===== src/rtl/mem_port_arbiter_if.sv =====
// mem_port_arbiter_if: core fetch/data ports plus unified RAM port of the arbiter
interface mem_port_arbiter_if #(parameter int ADDR_W = 17);
  logic              if_req_i;
  logic [31:0]       if_addr_i;
  logic [31:0]       if_data_o;
  logic              if_ready_o;
  logic              d_req_i;
  logic              d_we_i;
  logic [31:0]       d_addr_i;
  logic [3:0]        d_sel_i;
  logic [31:0]       d_wdata_i;
  logic [31:0]       d_rdata_o;
  logic              d_ready_o;
  logic              stall_req_o;
  logic              mem_ce_o;
  logic              mem_we_o;
  logic [ADDR_W-1:0] mem_addr_o;
  logic [3:0]        mem_sel_o;
  logic [31:0]       mem_wdata_o;
  logic [31:0]       mem_rdata_i;
  modport slave (
    input  if_req_i, if_addr_i, d_req_i, d_we_i, d_addr_i, d_sel_i, d_wdata_i, mem_rdata_i,
    output if_data_o, if_ready_o, d_rdata_o, d_ready_o, stall_req_o,
           mem_ce_o, mem_we_o, mem_addr_o, mem_sel_o, mem_wdata_o
  );
  modport master (
    output if_req_i, if_addr_i, d_req_i, d_we_i, d_addr_i, d_sel_i, d_wdata_i, mem_rdata_i,
    input  if_data_o, if_ready_o, d_rdata_o, d_ready_o, stall_req_o,
           mem_ce_o, mem_we_o, mem_addr_o, mem_sel_o, mem_wdata_o
  );
endinterface


===== src/rtl/mem_port_arbiter.sv =====
// mem_port_arbiter: shares one write-first single-port RAM between fetch and data ports
module mem_port_arbiter #(
  parameter int ADDR_W       = 17,
  parameter int STARVE_LIMIT = 4
) (
  input logic              clk,
  input logic              rst_n,
  mem_port_arbiter_if.slave bus
);
  typedef enum logic [1:0] {RESP_NONE, RESP_IF, RESP_D} resp_e;
  localparam logic [3:0] LIMIT = 4'(STARVE_LIMIT);
  resp_e       r_resp, w_resp_nxt;
  logic [3:0]  r_starve, w_starve_nxt;
  logic        r_d_store;
  logic [31:0] r_if_data, r_d_data;
  logic        w_if_el, w_d_el, w_gnt_if, w_gnt_d, w_if_rdy, w_d_rdy;
  logic        w_unused;
  assign w_unused = ^{bus.if_addr_i[31:ADDR_W+2], bus.if_addr_i[1:0],
                      bus.d_addr_i[31:ADDR_W+2], bus.d_addr_i[1:0]};
  always_ff @(posedge clk or negedge rst_n) begin
    if (!rst_n) begin
      r_resp    <= RESP_NONE;
      r_starve  <= '0;
      r_d_store <= 1'b0;
      r_if_data <= '0;
      r_d_data  <= '0;
    end else begin
      r_resp   <= w_resp_nxt;
      r_starve <= w_starve_nxt;
      if (w_gnt_d) r_d_store <= bus.d_we_i;
      if (w_if_rdy) r_if_data <= bus.if_data_o;
      if (w_d_rdy) r_d_data <= bus.d_rdata_o;
    end
  end
  // A request is not reissued in its own response cycle; grants are held off while in reset.
  always_comb begin
    w_if_rdy         = r_resp == RESP_IF;
    w_d_rdy          = r_resp == RESP_D;
    w_if_el          = bus.if_req_i && !w_if_rdy;
    w_d_el           = bus.d_req_i && !w_d_rdy;
    w_gnt_d          = rst_n && w_d_el && !(w_if_el && r_starve == LIMIT);
    w_gnt_if         = rst_n && w_if_el && !w_gnt_d;
    w_resp_nxt       = w_gnt_d ? RESP_D : w_gnt_if ? RESP_IF : RESP_NONE;
    w_starve_nxt     = (!bus.if_req_i || w_gnt_if) ? 4'd0 :
                       (w_gnt_d && w_if_el && r_starve != LIMIT) ? r_starve + 4'd1 : r_starve;
    bus.if_ready_o   = w_if_rdy;
    bus.d_ready_o    = w_d_rdy;
    bus.if_data_o    = w_if_rdy ? bus.mem_rdata_i : r_if_data;
    bus.d_rdata_o    = w_d_rdy ? (r_d_store ? 32'd0 : bus.mem_rdata_i) : r_d_data;
    bus.stall_req_o  = (bus.if_req_i && !w_if_rdy) || (bus.d_req_i && !w_d_rdy);
    bus.mem_ce_o     = w_gnt_d || w_gnt_if;
    bus.mem_we_o     = w_gnt_d && bus.d_we_i;
    bus.mem_addr_o   = w_gnt_d ? bus.d_addr_i[ADDR_W+1:2] : w_gnt_if ? bus.if_addr_i[ADDR_W+1:2] : '0;
    bus.mem_sel_o    = w_gnt_d ? bus.d_sel_i : w_gnt_if ? 4'hF : 4'h0;
    bus.mem_wdata_o  = w_gnt_d ? bus.d_wdata_i : 32'd0;
  end
endmodule

===== src/flat_wrapper.sv =====
// flat-port wrapper written by rule: the top's interface ports become plain ports
module mem_port_arbiter_flat 
#(
  parameter int ADDR_W       = 17,
  parameter int STARVE_LIMIT = 4
)
  (clk, rst_n, bus_if_req_i, bus_if_addr_i, bus_d_req_i, bus_d_we_i, bus_d_addr_i, bus_d_sel_i, bus_d_wdata_i, bus_mem_rdata_i, bus_if_data_o, bus_if_ready_o, bus_d_rdata_o, bus_d_ready_o, bus_stall_req_o, bus_mem_ce_o, bus_mem_we_o, bus_mem_addr_o, bus_mem_sel_o, bus_mem_wdata_o);
  mem_port_arbiter_if #(.ADDR_W(ADDR_W)) bus_i ();
  input logic clk;
  input logic rst_n;
  input wire logic [$bits(bus_i.if_req_i)-1:0] bus_if_req_i;
  input wire logic [$bits(bus_i.if_addr_i)-1:0] bus_if_addr_i;
  input wire logic [$bits(bus_i.d_req_i)-1:0] bus_d_req_i;
  input wire logic [$bits(bus_i.d_we_i)-1:0] bus_d_we_i;
  input wire logic [$bits(bus_i.d_addr_i)-1:0] bus_d_addr_i;
  input wire logic [$bits(bus_i.d_sel_i)-1:0] bus_d_sel_i;
  input wire logic [$bits(bus_i.d_wdata_i)-1:0] bus_d_wdata_i;
  input wire logic [$bits(bus_i.mem_rdata_i)-1:0] bus_mem_rdata_i;
  output wire logic [$bits(bus_i.if_data_o)-1:0] bus_if_data_o;
  output wire logic [$bits(bus_i.if_ready_o)-1:0] bus_if_ready_o;
  output wire logic [$bits(bus_i.d_rdata_o)-1:0] bus_d_rdata_o;
  output wire logic [$bits(bus_i.d_ready_o)-1:0] bus_d_ready_o;
  output wire logic [$bits(bus_i.stall_req_o)-1:0] bus_stall_req_o;
  output wire logic [$bits(bus_i.mem_ce_o)-1:0] bus_mem_ce_o;
  output wire logic [$bits(bus_i.mem_we_o)-1:0] bus_mem_we_o;
  output wire logic [$bits(bus_i.mem_addr_o)-1:0] bus_mem_addr_o;
  output wire logic [$bits(bus_i.mem_sel_o)-1:0] bus_mem_sel_o;
  output wire logic [$bits(bus_i.mem_wdata_o)-1:0] bus_mem_wdata_o;
  assign bus_i.if_req_i = bus_if_req_i;
  assign bus_i.if_addr_i = bus_if_addr_i;
  assign bus_i.d_req_i = bus_d_req_i;
  assign bus_i.d_we_i = bus_d_we_i;
  assign bus_i.d_addr_i = bus_d_addr_i;
  assign bus_i.d_sel_i = bus_d_sel_i;
  assign bus_i.d_wdata_i = bus_d_wdata_i;
  assign bus_i.mem_rdata_i = bus_mem_rdata_i;
  assign bus_if_data_o = bus_i.if_data_o;
  assign bus_if_ready_o = bus_i.if_ready_o;
  assign bus_d_rdata_o = bus_i.d_rdata_o;
  assign bus_d_ready_o = bus_i.d_ready_o;
  assign bus_stall_req_o = bus_i.stall_req_o;
  assign bus_mem_ce_o = bus_i.mem_ce_o;
  assign bus_mem_we_o = bus_i.mem_we_o;
  assign bus_mem_addr_o = bus_i.mem_addr_o;
  assign bus_mem_sel_o = bus_i.mem_sel_o;
  assign bus_mem_wdata_o = bus_i.mem_wdata_o;
  mem_port_arbiter #(.ADDR_W(ADDR_W), .STARVE_LIMIT(STARVE_LIMIT)) u_core (.clk(clk), .rst_n(rst_n), .bus(bus_i));
endmodule

===== config.mk =====
export PLATFORM = sky130hd
export DESIGN_NAME = mem_port_arbiter_flat
export DESIGN_NICKNAME = d
export VERILOG_FILES = /design/src/rtl/mem_port_arbiter_if.sv /design/src/rtl/mem_port_arbiter.sv /design/src/flat_wrapper.sv
export SDC_FILE = /design/constraint.sdc
export NUM_CORES = 1
export LEC_CHECK = 0
export CORE_ASPECT_RATIO = 1.25
export CORE_MARGIN = 4
export CORE_UTILIZATION = 38
export DETAILED_ROUTE_END_ITERATION = 6
export PLACE_DENSITY = 0.87
export REMOVE_ABC_BUFFERS = 1
export SETUP_SLACK_MARGIN = 0.1
export SKIP_LAST_GASP = 1
export SYNTH_ARGS = -nofsm -noshare
export SYNTH_HDL_FRONTEND = slang
export SYNTH_SLANG_ARGS = --single-unit

===== constraint.sdc =====
create_clock -name clk -period 3.06 [get_ports clk]
set_input_delay 0.612 -clock clk [delete_from_list [all_inputs] [get_ports clk]]
set_output_delay 0.612 -clock clk [all_outputs]
set_load 0.1 [all_outputs]

# == After elaboration in Yosys (flattened, before gate mapping) ==
# Cells that the tools add are included.
# op_classes
eq_ne,4
n_reduce_logical,19
mux,12
addsub,1
# op_table
operator,count
32-bit 2-to-1 mux,4
17-bit 2-to-1 mux,2
4-bit 2-to-1 mux,4
1-bit logical AND,10
1-bit zero test,5
4-bit by 1-bit adder with 4-bit output (second input constant),1
4-bit by 3-bit equality test with 1-bit output (second input constant),1
4-bit by 3-bit != test with 1-bit output (second input constant),1
1-bit logical OR,3
2-bit by 1-bit equality test with 1-bit output (second input constant),1
2-bit equality test (second input constant),1
2-bit 2-to-1 mux,1
2-bit nonzero test,1
1-bit 2-to-1 mux,1
# word_totals
in_bits,137
wordCells,41
ff_bits,71
output_inout_bits,122

# == Logic depth before layout (Yosys ltp) ==
# depth
ltp_word,10
ltp_mapped,8
ltp_nobuf,6

# == Worst setup path before layout ==
# Ideal clock, no wire load.
# synth_timing
path_kind,reg2out
start,register u_core.r_resp[0]
end,output port bus_d_rdata_o[22]
arrival_ns,2.953
stages_incl_launch_ff,5
setup_slack_ns,-0.505
path_buffers,2
required_time_ns,2.448
path_cell_list,dfrtp_1 -> nand2b_1 -> buf_2 -> clkbuf_1 -> o21ai_0
# synth_via
elab_chain_cells,2
# synth_lines
element,line_no,source
from (decl),mem_port_arbiter.sv:12,"resp_e r_resp, w_resp_nxt;"
from (signal assigned),mem_port_arbiter.sv:28,r_resp <= w_resp_nxt;
2-bit equality test,mem_port_arbiter.sv:38,w_d_rdy = r_resp == RESP_D;
32-bit 2-to-1 mux,mem_port_arbiter.sv:49,bus.d_rdata_o = w_d_rdy ? (r_d_store ? 32'd0 : bus.mem_rdata_i) : r_d_data;
to (decl),flat_wrapper.sv:21,output wire logic [$bits(bus_i.d_rdata_o)-1:0] bus_d_rdata_o;
# Every way passes these cells.

# == Worst setup path in the final report ==
# layout_timing
start,input port bus_if_req_i
end,output port bus_mem_addr_o[15]
# layout_via
elab_chain_cells,8
elab_cells_between_ends,9
cone_classes,mux (2); reduce/logical (7)
# layout_lines
element,line_no,source
from (decl),flat_wrapper.sv:11,input wire logic [$bits(bus_i.if_req_i)-1:0] bus_if_req_i;
1-bit logical AND (*),mem_port_arbiter.sv:39,w_if_el = bus.if_req_i && !w_if_rdy;
1-bit logical AND,mem_port_arbiter.sv:41,w_gnt_d = rst_n && w_d_el && !(w_if_el && r_starve == LIMIT);
1-bit zero test,mem_port_arbiter.sv:41,
1-bit logical AND,mem_port_arbiter.sv:41,
1-bit zero test,mem_port_arbiter.sv:42,w_gnt_if = rst_n && w_if_el && !w_gnt_d;
1-bit logical AND,mem_port_arbiter.sv:42,
17-bit 2-to-1 mux,mem_port_arbiter.sv:53,bus.mem_addr_o = w_gnt_d ? bus.d_addr_i[ADDR_W+1:2] : w_gnt_if ? bus.if_addr_i[ADDR_W+1:2] : '0;
17-bit 2-to-1 mux (*),mem_port_arbiter.sv:53,
to (decl),flat_wrapper.sv:26,output wire logic [$bits(bus_i.mem_addr_o)-1:0] bus_mem_addr_o;
# Mark *: on every way between the ends. The rest lies on a longest branch, timed or not.

==> run_results.csv <==
group,metric,value,unit
outcome,outcome,"complete, no violations",
clocking,clock_path_buffers,2,
critical_path,r2r_start,"u_core.r_resp[1]$_DFF_PN0_",
hold_path,min-delay-path-class,"primary input to async pin",
timing,fin_worst_hold_slack,0.200,ns
synthesis,post_syn_area_per_cell,8.17,um2
floorplanning,boundaryPins,259,
critical_path,worstReg2RegEnd,"u_core.r_starve[3]$_DFFE_PN0P_",
critical_path,setup.worst_path.start,"bus_if_req_i",
drt,totalWireLength,14900,um
synthesis,synth.ff_latch_count,71,
synthesis,synth.area.top_cells,"sky130_fd_sc_hd__dfrtp_1 48%, sky130_fd_sc_hd__nand2_1 17%, sky130_fd_sc_hd__o21ai_0 8.9%",
critical_path,rrSetupSlack,1.10,ns
critical_path,critical-path-slowest-cell,"sky130_fd_sc_hd__clkdlybuf4s50_1",
drt,final_antenna_net_count,0,
critical_path,critical_path_class,"primary input to output port",
power,power_per_cell_area,742,mW/mm2
layout,synthToLayoutAreaGrowth,107,%
layout,mostFrequentLayoutCell,"sky130_fd_sc_hd__nand2_1",
critical_path,max_stage_delay,0.50,ns
floorplanning,core-area,0.00927,mm2
global_routing,initial_antenna_violation_count,0,
power,share_clk_of_total_power,18.7,%
global_routing,grt_pass1_wl,22000,um
clocking,worst_setup_hold_path_clk_slew,0.05,ns
run,number_of_max_cap_violations,0,
drt,drt-vias-per-instance,5.12,
synthesis,netlist_area,0.00367,mm2
clocking,tritoncts_clock_tree,"built",
global_routing,via_count_of_the_first_global_routing_pass,4298,
placement,dp_slack,0.193,ns
global_routing,overflow,0,
timing,setup_viol,0,
critical_path,cp-end-kind,"output port",
timing,clock.fmax,0.352,GHz
floorplanning,floorplan.initialDensity,39.6,%
power,p_comb_share,60.0,%
synthesis,portion_of_the_post_synthesis_area_used_by_sequential_elements,48.4,%
synthesis,netlist.area_leader.share,48.4,%
timing,final_max_slew_viol_count,0,
synthesis,synthFlopType,"sky130_fd_sc_hd__dfrtp_1",
drt,drtPass1Iterations,6,
global_routing,gr-usage-all-layers,25.8,%
placement,numPlacedInstances,781,
timing,timing_worst_slew_pin_value,0.998,ns
power,p_sw_share,48.0,%
layout,mostFrequentLayoutCells,"163 x sky130_fd_sc_hd__nand2_1, 125 x sky130_fd_sc_hd__buf_12, 105 x sky130_fd_sc_hd__clkdlybuf4s50_1",
synthesis,synthesis.instances,449,
layout,drive_gt1_share,22.7,%
critical_path,signal_arrival_time_at_the_worst_endpoint,2.23,ns
drt,wl_per_cell,18.7,um
synthesis,synth_edf_count,0,
power,power_report.internal_total,2.94,mW
floorplanning,die-area,0.0113,mm2
power,p_seq_share,21.3,%
timing,setup_total_negative_slack,0,ns
layout,fin_cells,797,
placement,port-buffer-count,228,
placement,finalWeightedCongestion,0.773,
synthesis,async_reset_ff_share,100,%
layout,fin_nets,808,
power,power_leakage,3.53,nW
synthesis,ys.warnings.count,0,
clocking,clock_tree.htree_level_count,3,
critical_path,r2r_cells,5,
drt,detailedRoute.firstIterationViolations,177,
power,ir_worst_vdd,0.439,mV
critical_path,critical_path.endpoint,"bus_mem_addr_o[15]",
synthesis,post_synthesis_cell_type_count,28,
floorplanning,floorplan.rows,39,
clocking,cts_hold_buffers,0,
timing,rsz0062_at_grt,"no",
global_routing,grt_start_max_net_pins,73,
timing,final_ws_setup,0.218,ns
critical_path,required,2.45,ns
clocking,clk-insertion-delay-late,0.33,ns
critical_path,crit_path_max_fanout,31,
critical_path,crit_path_frequent_cell,"sky130_fd_sc_hd__buf_12",
layout,antenna_cells_inserted,0,
critical_path,cell_by_cell_listing_of_the_critical_path,"clkdlybuf4s50_1, inv_1, nor3_4, nor2_4, buf_12, a22o_1, buf_12",
power,power_switching,2.71,mW
clocking,numCtsBuffers,9,
timing,timing.max_slew.rel_slack,33.5,%
drt,via_total_after_detailed_routing,4083,
clocking,buffer_type_at_the_clock_tree_root,"sky130_fd_sc_hd__clkbuf_16",
layout,finish.utilization,82.1,%
floorplanning,chipHeight,118,um
timing,layout_min_cycle_time,2.84,ns
drt,drc_errors,0,
placement,dp_hpwl,12100,um
floorplanning,dieWidth,95.9,um
synthesis,synth_largest_area_cell,"sky130_fd_sc_hd__dfrtp_1",
timing,fin_skew,0.00511,ns
timing,report.final.hold_viol_count,0,
timing,post-route-period-util,92.9,%
critical_path,crit_path_start_kind,"primary input",
clocking,cts.sinks,71,
## cell type report
class	instances	area [um2]
repair buffers	238	3610
clock buffers	14	264
fillers	477	1660
flip-flops and latches	71	1780
well taps	123	154
clock inverters	2	38.8
multi-input cells	344	1740
inverters	5	18.8
## metal layers
metal  routed length, um  global-route usage [%]  up-vias
met2                7840                    46.8      210
met1                4980                    24.8     1938
met5                   0                       0        -
met3                1660                    11.3       34
li1                    -                       -     1901
met4                 455                    9.70        0
## stage by stage
step                      area (um2)  power [mW]
after detailed placement        7300        4.62
after global placement          7300        4.53
final                           7610        5.65
after global routing            7610        5.82
after CTS                       7600        5.67
after floorplan                 3520        3.21
## power by group through the flow
stage / registers, mW / logic [mW] / clock network [mW]
final: 1.20 / 3.39 / 1.05
after global routing: 1.22 / 3.49 / 1.11
after floorplan: 1.18 / 2.03 / 0
after global placement: 1.20 / 3.33 / 0
after CTS: 1.20 / 3.41 / 1.06
after detailed placement: 1.21 / 3.40 / 0
## how the worst min path moves through the flow
stage                                             to  slack, ns
CTS                  u_core.r_d_data[24]$_DFFE_PN0P_       0.20
finish                    u_core.r_resp[1]$_DFF_PN0_       0.20
global placement    u_core.r_if_data[13]$_DFFE_PN0P_       0.45
floorplan             u_core.r_d_data[0]$_DFFE_PN0P_       0.32
global route         u_core.r_d_data[24]$_DFFE_PN0P_       0.21
detailed placement  u_core.r_if_data[18]$_DFFE_PN0P_       0.46
## cells in the mapped netlist, types with 4 or more instances
| master | instances |
|---|---|
| sky130_fd_sc_hd__clkbuf_1 | 16 |
| sky130_fd_sc_hd__a22o_1 | 17 |
| sky130_fd_sc_hd__nand3_1 | 7 |
| sky130_fd_sc_hd__dfrtp_1 | 71 |
| sky130_fd_sc_hd__a21o_1 | 4 |
| sky130_fd_sc_hd__a21oi_1 | 4 |
| sky130_fd_sc_hd__and2_1 | 33 |
| sky130_fd_sc_hd__buf_6 | 4 |
| sky130_fd_sc_hd__inv_1 | 4 |
| sky130_fd_sc_hd__nand2_1 | 163 |
| sky130_fd_sc_hd__nand2b_1 | 34 |
| sky130_fd_sc_hd__o21ai_0 | 65 |
| sky130_fd_sc_hd__buf_2 | 6 |
## sequential cells by signal, summed over array words and instances, names as in the netlist
signal	count
u_core.r_d_data	32
u_core.r_if_data	32
u_core.r_starve	4
u_core.r_resp	2
u_core.r_d_store	1
## cell families (layout without fill, tap and decap cells)
logic type	after synthesis	in the layout	share of synthesized area, %
buffers and inverters	34	259	4.57
and+or+nand+nor	249	249	31.4
AOI/OAI and AO/OA	92	92	14.7
muxes	1	1	0.307
DFF	71	71	48.4
adders and majority gates	2	2	0.682
## critical path: cells and delay by family
family | cells | cell delay [ns]
AOI/OAI and AO/OA | 1 | 0.28
and+or+nand+nor | 2 | 0.34
buffers and inverters | 4 | 0.97
## what timing repair did
action / CTS / global route
setup buffers: 0 / 0
endpoints found under the setup margin: 0 / 1
gates resized for setup: 0 / 1
Power figures use the tool's default switching activity.
